===== config.mk =====
export PLATFORM = sky130hd
export DESIGN_NAME = instr_encoder
export DESIGN_NICKNAME = d
export VERILOG_FILES = /design/src/rtl/instr_encoder.sv
export SDC_FILE = /design/constraint.sdc
export NUM_CORES = 1
export LEC_CHECK = 0
export CAP_MARGIN = 20
export CELL_PAD_IN_SITES_DETAIL_PLACEMENT = 0
export CELL_PAD_IN_SITES_GLOBAL_PLACEMENT = 1
export CORE_ASPECT_RATIO = 0.8
export CORE_MARGIN = 4
export CORE_UTILIZATION = 30
export DETAILED_ROUTE_END_ITERATION = 7
export MAX_ROUTING_LAYER = met4
export PLACE_DENSITY_LB_ADDON = 0.1
export RECOVER_POWER = 25
export SLEW_MARGIN = 20
export SYNTH_ARGS = -nofsm -noshare
export SYNTH_HDL_FRONTEND = slang
export SYNTH_SLANG_ARGS = --single-unit

===== constraint.sdc =====
create_clock -name clk -period 4.55 [get_ports clk]
set_input_delay 0.455 -clock clk [delete_from_list [all_inputs] [get_ports clk]]
set_output_delay 0.455 -clock clk [all_outputs]
set_load 0.02 [all_outputs]

===== src/rtl/instr_encoder.sv =====
`default_nettype none
// ============================================================================
// instr_encoder : packs MIPS instruction fields into 32-bit words and writes
//                 them sequentially into instruction memory.
// Optional macro INSTR_ENCODER_DELAY_NOP_EN : pad j/beq/bne with a NOP word.
// Revision      : 1.0
// ============================================================================
module instr_encoder #(
    parameter int ADDR_W    = 6,
    parameter int BASE_ADDR = 0
) (
    input  logic              clk,
    input  logic              rst,
    input  logic              start,
    input  logic              in_valid,
    output logic              in_ready,
    input  logic              in_last,
    input  logic [3:0]        mnem,
    input  logic [4:0]        rs,
    input  logic [4:0]        rt,
    input  logic [4:0]        rd,
    input  logic [15:0]       imm,
    input  logic [25:0]       target,
    output logic              mem_we,
    output logic [ADDR_W-1:0] mem_addr,
    output logic [31:0]       mem_wdata,
    output logic [ADDR_W:0]   count,
    output logic              done,
    output logic              err
);

    typedef enum logic [1:0] {
        IDLE = 2'd0,
        RUN  = 2'd1,
        DONE = 2'd2,
        ERR  = 2'd3
    } state_t;

    localparam logic [ADDR_W-1:0] C_BASE_ADDR = ADDR_W'(BASE_ADDR);
    // The load stops at the top of memory so the address never wraps.
    localparam logic [ADDR_W-1:0] C_LAST_ADDR = {ADDR_W{1'b1}};

    state_t            r_state, w_state_nx;
    logic [ADDR_W-1:0] r_addr, w_addr_nx;
    logic [ADDR_W:0]   r_count, w_count_nx;
    logic              r_we, w_we_nx;
    logic [31:0]       r_wdata, w_wdata_nx;
    logic              r_last, w_last_nx;
    logic              r_done, w_done_nx;
    logic              r_err, w_err_nx;
    logic [31:0]       w_word;
    logic              w_legal;
    logic              w_nop_pend;

`ifdef INSTR_ENCODER_DELAY_NOP_EN
    logic r_nop, w_nop_nx;
    logic w_branch;
    assign w_branch   = (mnem == 4'd9) || (mnem == 4'd10) || (mnem == 4'd11);
    assign w_nop_pend = r_nop;
`else
    assign w_nop_pend = 1'b0;
`endif

    always_comb begin
        w_word  = '0;
        w_legal = 1'b1;
        case (mnem)
            4'd0:    w_word = {6'b000000, rs, rt, rd, 5'b00000, 6'b100000};
            4'd1:    w_word = {6'b000000, rs, rt, rd, 5'b00000, 6'b100010};
            4'd2:    w_word = {6'b000000, rs, rt, rd, 5'b00000, 6'b100100};
            4'd3:    w_word = {6'b000000, rs, rt, rd, 5'b00000, 6'b100101};
            4'd4:    w_word = {6'b000000, rs, rt, rd, 5'b00000, 6'b101010};
            4'd5:    w_word = {6'b001000, rs, rt, imm};
            4'd6:    w_word = {6'b001100, rs, rt, imm};
            4'd7:    w_word = {6'b100011, rs, rt, imm};
            4'd8:    w_word = {6'b101011, rs, rt, imm};
            4'd9:    w_word = {6'b000010, target};
            4'd10:   w_word = {6'b000100, rs, rt, imm};
            4'd11:   w_word = {6'b000101, rs, rt, imm};
            default: w_legal = 1'b0;
        endcase
    end

    always_comb begin
        w_state_nx = r_state;
        w_addr_nx  = r_addr;
        w_count_nx = r_count;
        w_we_nx    = 1'b0;
        w_wdata_nx = r_wdata;
        w_last_nx  = r_last;
        w_done_nx  = r_done;
        w_err_nx   = r_err;
`ifdef INSTR_ENCODER_DELAY_NOP_EN
        w_nop_nx   = 1'b0;
`endif
        // A write that ends the load or needs a NOP slot blocks new fields.
        in_ready = (r_state == RUN) &&
                   !(r_we && (r_last || (r_addr == C_LAST_ADDR) || w_nop_pend));

        if (r_we) begin
            w_count_nx = r_count + 1'b1;
            if (r_addr != C_LAST_ADDR)
                w_addr_nx = r_addr + 1'b1;
            if (w_nop_pend && (r_addr != C_LAST_ADDR)) begin
                w_we_nx    = 1'b1;
                w_wdata_nx = '0;
            end else if (r_last || (r_addr == C_LAST_ADDR)) begin
                w_state_nx = DONE;
                w_done_nx  = 1'b1;
                w_err_nx   = !r_last || w_nop_pend;
            end
        end

        if (in_valid && in_ready) begin
            if (w_legal) begin
                w_we_nx    = 1'b1;
                w_wdata_nx = w_word;
                w_last_nx  = in_last;
`ifdef INSTR_ENCODER_DELAY_NOP_EN
                w_nop_nx   = w_branch;
`endif
            end else begin
                w_state_nx = ERR;
                w_err_nx   = 1'b1;
            end
        end

        // Start overrides everything; an in-flight write still drives the port.
        if (start) begin
            w_state_nx = RUN;
            w_addr_nx  = C_BASE_ADDR;
            w_count_nx = '0;
            w_we_nx    = 1'b0;
            w_last_nx  = 1'b0;
            w_done_nx  = 1'b0;
            w_err_nx   = 1'b0;
`ifdef INSTR_ENCODER_DELAY_NOP_EN
            w_nop_nx   = 1'b0;
`endif
        end
    end

    always_ff @(posedge clk or negedge rst) begin
        if (!rst) begin
            r_state <= IDLE;
            r_addr  <= C_BASE_ADDR;
            r_count <= '0;
            r_we    <= 1'b0;
            r_wdata <= '0;
            r_last  <= 1'b0;
            r_done  <= 1'b0;
            r_err   <= 1'b0;
`ifdef INSTR_ENCODER_DELAY_NOP_EN
            r_nop   <= 1'b0;
`endif
        end else begin
            r_state <= w_state_nx;
            r_addr  <= w_addr_nx;
            r_count <= w_count_nx;
            r_we    <= w_we_nx;
            r_wdata <= w_wdata_nx;
            r_last  <= w_last_nx;
            r_done  <= w_done_nx;
            r_err   <= w_err_nx;
`ifdef INSTR_ENCODER_DELAY_NOP_EN
            r_nop   <= w_nop_nx;
`endif
        end
    end

    assign mem_we    = r_we;
    assign mem_addr  = r_addr;
    assign mem_wdata = r_wdata;
    assign count     = r_count;
    assign done      = r_done;
    assign err       = r_err;

endmodule
`default_nettype wire

==> run metrics, run 1 <==
status finished with violations; failing checks max-capacitance violations, max-slew violations; Hold Crit Class reg2reg; post-detail-place hpwl 5.596 mm; flops & latches, synth 50; Tmin final 2.716 ns; Sink Count 50; period utilization 59.70%; most used flip-flop cell after synthesis dfrtp_1; yosys warns 0; Setup WS pre-CTS 1.491 ns; TritonCTS clock tree yes; num rows 31; I/O Pins 115; initial antenna violation count 0; Post-synth EDFFs 0; first-iteration detailed-routing DRC count 102; fmax 0.3681 GHz; Slew Viols, Final 51; Crit path largest cell delay 0.85 ns; R2R Path Start mem_addr[0]; first-pass GRT wire length 11.97 mm; Reg clk slew, reported paths 0.06 ns; vias 2295; IO buf count 113; WS Path Type in2reg; drt wl/cell 16.17 um; fin nets 419; fin cells 465; Starting Density 30.91%; largest net degree at the start of global routing 51; startpoint type of the worst setup path input port; die width 116.1 um; Syn Nets 316; Placed Cells incl. Taps 459; Crit path required time 4.72 ns; worst-skew pair later-pin latency 0.28 ns; TNS Setup 0 ns; die area 10970 um^2; most frequent cells in the layout clkdlybuf4s50_1 (112), dfrtp_1 (50), mux2_4 (20); hold path start r_last; Max IR drop VDD 0.1547 mV; Post-Synthesis Cells 248; syn_area_per_cell 11.31 um^2; Hold WS 0.4833 ns; Total Routed Length 7.519 mm; synthesized cell area 2805 um^2; highest net fanout along the worst path 25; layout cells sized above 1 12.00%; htree depth 2; n_diodes 0; worst slew pin tran 2.691 ns; gr ovfl total 0; total CTS buffers 5; Global Route Usage Sum 14.41%; RSZ-0062 raised after global routing no; Post-CTS Hold Buffers 0; total power 0.001298 W; RD Place Congestion 0.7491; critical-path cell list clkdlybuf4s50_1, inv_4, o2111ai_4, nor2_4, mux2_2; P&R area growth vs syn 46.12%; async set-reset flop share out of synthesis 100.0%; final setup fails 0; CP max stage cell nor2_4; Setup Skew 0.004904 ns; post-CTS setup repair buffer count 0; CTS max path bufs 2; Root Driver clkbuf_16; Final WS setup 1.834 ns; Die Y 94.49 um; P_leak 1.674 nW; Max Cap Violations 1; Rel. slew slack -79.40%; Avg Vias per Cell 4.935; Synth area leader dfrtp_1; Remaining DRCs 0; crit path capture type flop; number of global-route vias before repair 2336; CP Launch Point mnem[3]; register area share after synthesis 44.60%; Yosys cell types 52; top cells by area, synth dfrtp_1 (45%), mux2_4 (11%), o21ai_0 (3.4%); Synth top area share 44.60%; Hold Violations, Final 0; Placeable Area 9076 um^2; DRT antenna net count 0; Arr. time, crit path 2.89 ns; Pwr Density 316.7 nW/um^2; CTS resizes 0; commonest non-fill, non-tap cell in the layout clkdlybuf4s50_1; DRT Pass-1 Iters 5
-- cells in the mapped netlist (5+ instances only) --
cell and count:
buf_6 5, mux2_4 20, a222oi_1 5, dfrtp_1 50
nor2_1 19, o2bb2ai_1 10, a22o_1 6, nand2b_1 5
o31ai_1 6, nand2_1 7, mux2_2 5, buf_2 8
o21ai_0 19, a22oi_1 12, xor2_1 8
-- sequential cells by signal (all words and copies together) (netlist names) --
name,count
mem_wdata,31
count,7
mem_addr,6
r_state,2
done,1
err,1
mem_we,1
r_last,1
-- cells by family (layout without fill, tap and decap cells) --
| logic type | count (synthesis) | in the layout | share of synthesized area [%] |
|---|---|---|---|
| mux | 28 | 28 | 13.78 |
| simple gates | 54 | 54 | 10.48 |
| xor+xnor | 10 | 10 | 3.122 |
| fa+ha+maj | 2 | 2 | 0.8919 |
| compound gates | 79 | 79 | 21.72 |
| other cells | 1 | 1 | 0.1337 |
| buf+inv | 24 | 126 | 5.263 |
| flops | 50 | 50 | 44.60 |
-- layout make-up --
cell class | count | area [um^2]
fillers | 896 | 4977
multi-input cells | 174 | 1406
flip-flops and latches | 50 | 1251
repair buffers | 115 | 1137
well taps | 115 | 143.9
clock buffers | 6 | 138.9
inverters | 5 | 21.27
-- per-layer routing --
metal	vias up	routed length (um)	global-route usage (%)
li1	1135	-	-
met1	1092	3550	19.86
met2	64	3357	20.16
met3	4	540	4.741
met4	0	70	4.058
met5	-	0	-
-- path summary, 6_finish.rpt --
check                               end  slack [ns]  cells past startpoint
max in group asynchronous  mem_wdata[3]        1.91                      2
setup reg to reg           mem_wdata[3]        2.21                      5
setup / recovery           mem_wdata[3]        1.83                      5
hold / removal                      err        0.48                      1
min in group asynchronous      count[3]        1.10                      2
hold reg to reg                     err        0.48                      1
-- power breakdown --
group | internal, W | switching, W | total, W
sequential | 0.000498 | 0.0000333 | 0.000531
clock | 0.000213 | 0.000152 | 0.000364
combinational | 0.000224 | 0.000178 | 0.000402
total | 0.000935 | 0.000363 | 0.00130
-- critical path, delay by kind of cell --
| family | cells | cell delay, ns |
|---|---|---|
| buffers and inverters | 2 | 0.89 |
| AND/OR/NAND/NOR | 1 | 0.85 |
| multiplexers | 1 | 0.42 |
| AO/OA/AOI/OAI | 1 | 0.27 |
-- stage by stage --
step | utilization [%] | cell area, um^2
after floorplan | - | 2805
after global placement | 43.67 | 3964
after detailed placement | 43.67 | 3964
after CTS | 45.20 | 4103
after global routing | 45.16 | 4099
final | 45.16 | 4099
Note: power is estimated with default switching activity, not from simulation.
==> run 2: changes to the inputs <==
clock period = 2.6 ns   (was 4.55 ns; I/O delays follow)
==> run 2 against run 1 <==
- the run still ends with max-capacitance violations, max-slew violations left
- clock-buffer cell count is the same
- sequential cell count is the same
- sequential share of layout area shrank 1.1 points
- global-route usage grew 0.27 points
- hold slack gained 0.011 ns
- final cell count grew 2.8%
- routed wire length grew 4.4%
- die area is the same
- design area grew 3.8%
- combinational power grew 81%
- critical path type is now reg2out
- critical endpoint is now in_ready
- largest cell class unchanged
- highest routed layer unchanged
==> run metrics, run 2 (synthesis results as in run 1) <==
status finished with violations (unchanged); gr ovfl total 0 (unchanged); total CTS buffers 5 (unchanged); placed instance area 4059 um^2 (was 3964 um^2); commonest non-fill, non-tap cell in the layout clkdlybuf4s50_1 (unchanged); Arr. time, crit path 2.12 ns (was 2.89 ns); first-pass GRT wire length 12.41 mm (was 11.97 mm); Tmin final 2.384 ns; post-CTS setup repair buffer count 0 (unchanged); failing checks max-capacitance violations, max-slew violations (unchanged); Remaining DRCs 0 (unchanged); R2R Path Start mem_addr[0] (unchanged); Global Route Usage Sum 14.68% (was 14.41%); vias 2371 (was 2295); Avg Vias per Cell 4.960 (was 4.935); hold path endpoint err (unchanged); htree depth 2 (unchanged); Pwr Density 590.9 nW/um^2 (was 316.7 nW/um^2); fill count 880 (was 896); Max IR drop VDD 0.2574 mV (was 0.1547 mV); worst slew pin tran 2.040 ns (was 2.691 ns); post-detail-place hpwl 5.895 mm (was 5.596 mm); crit path capture type output port (was flop); Root Driver clkbuf_16 (unchanged); max reg flops 31 (unchanged); I/O Pins 115 (unchanged); largest net degree at the start of global routing 38 (was 51); Reg clk slew, reported paths 0.07 ns (was 0.06 ns); highest net fanout along the worst path 7 (was 25); Max Cap Violations 1 (unchanged); die area 10970 um^2 (unchanged); Hold Violations, Final 0 (unchanged); TritonCTS clock tree yes (unchanged); worst-skew pair later-pin latency 0.28 ns (about the same); number of global-route vias before repair 2470 (was 2336); most frequent cells in the layout clkdlybuf4s50_1 (112), dfrtp_1 (50), mux2_4 (20) (unchanged); Hold Crit Class reg2reg (unchanged); Sink Count 50 (unchanged); Die Y 94.49 um (unchanged); CTS max path bufs 2 (unchanged); fin nets 430 (was 419); startpoint type of the worst setup path flop (was input port); Total Routed Length 7.847 mm (was 7.519 mm); Placeable Area 9076 um^2 (unchanged); reg-to-reg slack, setup 0.65 ns (was 2.21 ns); DRT Pass-1 Iters 4 (was 5); num rows 31 (unchanged); drt wl/cell 16.42 um (was 16.17 um); Slew Viols, Final 38 (was 51); worst hold path cell count 1 (unchanged); Starting Density 30.91% (unchanged); DRT antenna net count 0 (unchanged); layout cells sized above 1 14.88% (was 12.00%); Setup Skew 0.004327 ns (was 0.004904 ns); die width 116.1 um (unchanged); P&R area growth vs syn 51.61% (was 46.12%); Post-CTS Hold Buffers 0 (unchanged); period utilization 91.70%; r2r worst-path depth 6 (was 5); WS Path Type reg2out (was in2reg); Layout Utilization 46.86% (was 45.16%); TNS Setup 0 ns (unchanged); fmax 0.4194 GHz; fin area 4253 um^2 (was 4099 um^2); final setup fails 0 (unchanged); Reg-to-Reg End mem_wdata[21] (was mem_wdata[3]); Rel. slew slack -35.97% (was -79.40%); P_leak 1.756 nW (was 1.674 nW); initial antenna violation count 0 (unchanged); Crit path required time 2.34 ns (was 4.72 ns); n_diodes 0 (unchanged); IO buf count 113 (unchanged); first-iteration detailed-routing DRC count 115 (was 102); hold path start r_last (unchanged); RSZ-0062 raised after global routing no (unchanged); CTS resizes 0 (unchanged); RD Place Congestion 0.7802 (was 0.7491)
==> run 2: cell count changes in the layout (fill, tap and decap cells not counted) <==
cell	change
clkbuf_1	+1
buf_12	+1
bufinv_16	+2
buf_2	-1
buf_4	+10
==> run 2: power by group <==
group | total, W | internal (W) | switching [W] | leakage [nW]
Clock | 0.000858 | 0.000578 | 0.000280 | 0.0971
Combinational | 0.000728 | 0.000407 | 0.000321 | 1.01
Sequential | 0.000927 | 0.000871 | 0.0000560 | 0.650
==> run 2: critical path: stages (launching register included) <==
cell and delay (ns):
dfrtp_1 0.42, ha_1 0.27, nand3_4 0.15, o21a_1 0.17, nand2_1 0.07, nor2_1 0.12, clkdlybuf4s50_1 0.62
==> run 2: final cells by class <==
cell class                 instances  area [um^2]  share of cell area [%]
clock buffer                       6        138.9                   3.266
clock inverter                     2        60.06                   1.412
inverter                           5        21.27                  0.5001
multi-input combinational        174         1406                   33.07
sequential                        50         1251                   29.42
tap                              115        143.9                   3.383
timing repair buffer             126         1231                   28.95
==> run 2: worst max-delay path by stage <==
stage,from,to,slack (ns)
after floorplan,mem_addr[0],mem_wdata[10],0.83
after detailed placement,mnem[0],mem_wdata[15],0.26
after CTS,mem_addr[0],in_ready,0.19
after global routing,mem_addr[0],in_ready,0.13
after global placement,mnem[1],mem_wdata[13],0.34
final,mem_addr[0],in_ready,0.22
==> run 2: metrics by stage <==
step	worst slack, ns	std cells	hold WS [ns]	total power (W)
floorplan	0.8334	248	-0.03559	0.001308
global placement	0.3376	470	0.4363	0.001677
detailed placement	0.2632	470	0.4254	0.001679
CTS	0.1947	478	0.1122	0.002563
global route	0.1292	478	0.5087	0.002643
finish	0.2158	478	0.4941	0.002513
==> run 2: routing by layer <==
| metal | vias up | share of wire [%] | global-route usage (%) |
|---|---|---|---|
| li1 | 1162 | - | - |
| met4 | 0 | 0.46 | 2.899 |
| met5 | - | 0 | - |
| met1 | 1131 | 46 | 20.00 |
| met3 | 2 | 7.1 | 4.612 |
| met2 | 76 | 46 | 21.60 |
==> variant 1 (flow settings as in run 2) <==
The parameter `ADDR_W` goes from 6 to 8.
--- a/src/rtl/instr_encoder.sv
+++ b/src/rtl/instr_encoder.sv
@@ -6,7 +6,7 @@
 // Revision      : 1.0
 // ============================================================================
 module instr_encoder #(
-    parameter int ADDR_W    = 6,
+    parameter int ADDR_W    = 8,
     parameter int BASE_ADDR = 0
 ) (
     input  logic              clk,
Ports: changed (resized count and mem_addr); port bits go from 115 to 119. No check against the original RTL was run, so the function may have changed too.
==> variant 1 against run 2 <==
Fmax is 2.2% lower; worst setup slack lost 0.054 ns; cell count increased by 2.3%; power decreased by 5.1%; sequential cell count increased by 4; area after synthesis rose by 4.5%; count of clock-buffer cells in the layout is the same; first-iteration DRC count down 8.7%; final area increased by 2.3%; synthesized cell count rose by 3.2%; routed wire length rose by 6.0%; highest routed layer unchanged; clock skew is 0.0010 ns higher.
==> variant 1: results (changes against run 2) <==
Setup path
  – Critical Path Max Stage Delay: 0.53 ns (-0.09 ns)
  – Register-to-Register Path Depth: 6 (unchanged)
  – Worst-path fanout max: 5 (-2)
  – WP data arrival: 2.18 ns (+0.06 ns)

Synth
  – Post-synth top cells: dfrtp_1, mux2_4, a22o_1
  – FFs w/ async S/R, synth: 100% (unchanged)
  – Sequential fraction of the synthesis area: 46.1% (+1.5 points)
  – Main area contributors after synthesis: dfrtp_1, mux2_4, a22o_1, mux2i_1, o21ai_0
  – Syn nets: 324 (+2.5%)
  – Post-synth top area share: 46.1% (+1.5 points)
  – Synth cell types: 47 (-9.6%)

Route
  – Via density per instance: 5.00 (+0.72%)
  – Mean routed wirelength per cell: 17.0 um (+3.6%)
  – Drt initial violations: 105 (-8.7%)

Pwr
  – VDD IR-drop max: 255 uV (-0.77%)
  – LEAKAGE: 1.86 nW (+5.7%)

Global route
  – Vias in the first global route: 2515 (+1.8%)
  – Global-route wire length before repair: 13100 um (+5.4%)
  – Total GRT Usage: 14.6% (-0.10 points)
  – Largest net degree at the start of global routing: 55 (+45%)

Place
  – Gpl congestion: 0.764 (-2.1%)
  – DPL Wire Length: 6090 um (+3.3%)
  – Area after DPL: 4220 um2 (+3.9%)
  – IO buf count: 117 (+3.5%)

Timing
  – Fin Clk Skew: 0.00536 ns (+0.00103 ns)
  – Worst Tran Pin Value: 1.36 ns (-0.677 ns)

Clocking
  – # Post-CTS Setup Buffers: 0 (unchanged)
  – # resized after CTS: 0 (unchanged)
  – CTS H-tree depth: 2 (unchanged)

Run status
  – Status: complete, no violations

Flow run
  – Max Cap Viol: 0 (-1)

Final layout
  – Fin nets: 442 (+2.8%)
  – Max reg flops: 31 (unchanged)
  – Fillers: 865 (-1.7%)
  – Layout cell share with drive strength beyond 1: 12.8% (-2.0 points)
variant 1: logic make-up after synthesis:
group | Yosys count | synth area share, %
muxes | 36 | 16.3
xor gates and xnor gates | 11 | 3.29
DFF | 54 | 46.1
other | 1 | 0.128
and+or+nand+nor | 59 | 11.5
adders and majority gates | 2 | 0.854
AOI/OAI and AO/OA | 65 | 16.2
buffers and inverters | 28 | 5.59
variant 1: routing by layer:
metal  share of wire, %  track usage, %  up-vias
met2                 44            22.5       80
met4                1.0            3.28        0
met1                 50            20.0     1176
met3                5.4            2.91        7
li1                   -               -     1180
met5                  0               -        -
variant 1: through the flow:
stage | power (mW) | setup WS (ns) | cells
2_1_floorplan | 1.39 | 0.598 | 256
3_3_place_gp | 1.76 | 0.133 | 481
3_5_place_dp | 1.76 | 0.0344 | 481
4_1_cts | 2.42 | 0.150 | 489
5_1_grt | 2.49 | 0.0382 | 489
6_report | 2.39 | 0.162 | 489
variant 1: timing repair:
item                       CTS  global route
setup endpoints to repair    0             0
hold endpoints to repair    54             0
hold buffers                 1             0
variant 1: area by class of cell:
type,count,area (um2),share of cell area [%]
tap,115,144,3.31
clock buffer,6,129,2.96
multi-input combinational,174,1420,32.5
timing repair buffer,128,1260,29.0
sequential,54,1350,31.1
clock inverter,1,7.51,0.173
inverter,11,41.3,0.949
variant 1: final timing paths:
kind | start | endpoint | slack (ns)
setup reg to reg | mem_addr[0] | mem_wdata[0] | 0.62
hold reg to reg | mem_wdata[21] | mem_wdata[21] | 0.51
max in group asynchronous | rst | mem_wdata[5] | 0.88
min in group asynchronous | rst | count[6] | 0.90
hold / removal | mem_wdata[21] | mem_wdata[21] | 0.51
setup / recovery | mem_addr[0] | in_ready | 0.16
variant 1: worst max-delay path, delay by kind of cell, from the launching register on:
family / cells / cell delay (ns)
and+or+nand+nor: 4 / 0.70
DFF: 1 / 0.40
buffers and inverters: 1 / 0.53
adders and majority gates: 1 / 0.26
variant 1: report_power, final:
group | switching (mW) | internal [mW] | leakage (nW)
Clock | 0.296 | 0.353 | 0.0629
Sequential | 0.0599 | 0.937 | 0.706
Combinational | 0.324 | 0.416 | 1.09
Total | 0.680 | 1.71 | 1.86
==> variant 2 (flow settings as in run 2) <==
Without the edit above. Encoding of `state_t`: now one-hot (4 bits for 4 states).
--- a/src/rtl/instr_encoder.sv
+++ b/src/rtl/instr_encoder.sv
@@ -29,11 +29,11 @@
     output logic              err
 );
 
-    typedef enum logic [1:0] {
-        IDLE = 2'd0,
-        RUN  = 2'd1,
-        DONE = 2'd2,
-        ERR  = 2'd3
+    typedef enum logic [3:0] {
+        IDLE = 4'b0001,
+        RUN  = 4'b0010,
+        DONE = 4'b0100,
+        ERR  = 4'b1000
     } state_t;
 
     localparam logic [ADDR_W-1:0] C_BASE_ADDR = ADDR_W'(BASE_ADDR);
Function: no difference found for any inputs over 10 cycles, from zero or initial values and one cycle with rst low; not proved beyond that.
==> variant 2 against run 2 <==
The flow still finishes with violations (capacitance limit, slew limit); area after synthesis rose by 1.9%; worst setup slack improved by 0.034 ns; critical path depth fell by 1; power fell by 3.4%; core utilization fell by 0.93 points; cell count fell by 1.0%; routed wire length rose by 2.5%; sequential cell count rose by 2; clock skew rose by 0.0032 ns; final area fell by 1.1%; die area rose by 1.7%; largest cell class unchanged.
==> variant 2: results (changes against run 2) <==
Clocking
  – Maximum buffer depth of the clock tree: 2 (unchanged)
  – # resized after CTS: 0 (unchanged)
  – Clk Latency, worst-skew pair: about 0.29 ns

Place
  – IO buf count: 113 (unchanged)
  – Gpl congestion: 0.746 (-4.3%)
  – DPL Wire Length: 6100 um (+3.5%)

Min path
  – Hold Startpoint: r_state[0]
  – Hold endpoint: r_state[0]
  – Hold depth: 2 (+1)
  – Hold Crit Class: register to register

Synth
  – Post-synth top cells: dfrtp_1, mux2_4, o21ai_0
  – Compound-Gate Fraction of Synth Area: 18.2% (-3.5 points)
  – Post-synth top area share: 44.7% (+0.055 points)
  – Syn nets: 313 (-0.95%)
  – Sequential fraction of the synthesis area: 45.6% (+0.97 points)
  – Post-synthesis mux area share: 13.9% (+0.097 points)
  – Synth Flop Type: dfrtp_1
  – Main area contributors after synthesis: dfrtp_1, mux2_4, a22o_1, o21ai_0, xor2_1
  – Post-Synth Adder-Cell Area: 0.876% (-0.016 points)
  – Post-Synth XOR/XNOR Area: 2.76% (-0.36 points)

Global route
  – Global-route wire length before repair: 12400 um (+0.10%)
  – Vias in the first global route: 2356 (-4.6%)
  – Total GRT Usage: 14.8% (+0.14 points)
  – Largest net degree at the start of global routing: 40 (+5.3%)

Timing
  – Max_slew headroom: -42.1% (-6.1 points)
  – Fin Clk Skew: 0.00748 ns (+0.00315 ns)
  – Final Max Slew Viols: 40 (+5.3%)

Pwr
  – VDD IR-drop max: 250 uV (-2.8%)
  – LEAKAGE: 1.77 nW (+0.95%)

Route
  – Mean routed wirelength per cell: 17.0 um (+3.6%)
  – Total number of vias: 2329 (-1.8%)
  – Drt first pass iters: 4 (unchanged)
  – Drt initial violations: 165 (+43%)

Flow run
  – Max Cap Viol: 1 (unchanged)

Setup path
  – RR Endpoint: r_state[1]
  – Critical Path Max Stage Delay: 0.60 ns (-0.02 ns)
  – Worst-path fanout max: 5 (-2)
  – R2R Setup Slk: 0.63 ns (-0.02 ns)
  – WP data arrival: 2.09 ns (-0.03 ns)

Final layout
  – Fin nets: 425 (-1.2%)
  – Layout cell share with drive strength beyond 1: 15.1% (+0.21 points)
  – Fillers: 852 (-3.2%)

Run status
  – Failing checks: capacitance limit, slew limit
  – Status: complete, but fails checks
[variant 2: layout make-up]
type	instances	area share, %
repair buffers	122	28.6
multi-input cells	172	33.1
clock buffers	7	3.39
clock inverters	1	0.179
well taps	115	3.42
flip-flops and latches	52	31.0
inverters	4	0.357
[variant 2: worst max path at each step]
stage | start | endpoint | depth (start not counted)
2_1_floorplan | mem_addr[0] | mem_wdata[10] | 6
4_1_cts | mem_addr[0] | in_ready | 5
5_1_grt | mem_addr[0] | in_ready | 5
6_report | mem_addr[0] | in_ready | 5
3_5_place_dp | mnem[0] | mem_wdata[15] | 6
3_3_place_gp | mnem[0] | mem_wdata[15] | 6
[variant 2: power breakdown]
group          total [mW]  internal [mW]  switching, mW
logic               0.776          0.433          0.343
registers           0.979          0.913         0.0660
clock network       0.671          0.384          0.287
[variant 2: cells by family (layout without fill, tap and decap cells)]
logic type	after synthesis	after routing
XOR/XNOR	9	9
other	1	1
buffers and inverters	21	134
flip-flops	52	52
AO/OA/AOI/OAI	71	71
adder cells (fa/ha/maj)	2	2
multiplexers	29	29
AND/OR/NAND/NOR	60	60
[variant 2: per-stage QoR]
step	utilization, %	cell area, um2	hold WS, ns	instances	setup slack, ns
finish	45.9	4200	0.473	473	0.250
global route	45.9	4200	0.496	473	0.123
CTS	46.0	4210	0.134	473	0.236
detailed placement	44.3	4060	0.446	465	0.377
global placement	44.3	4060	0.445	465	0.410
floorplan	-	2860	-0.0356	245	0.765
[variant 2: layer usage]
layer | share of wire, % | GRT usage (%)
met5 | 0 | -
met4 | 1.3 | 4.39
met3 | 7.1 | 3.11
met2 | 44 | 21.6
met1 | 47 | 20.7
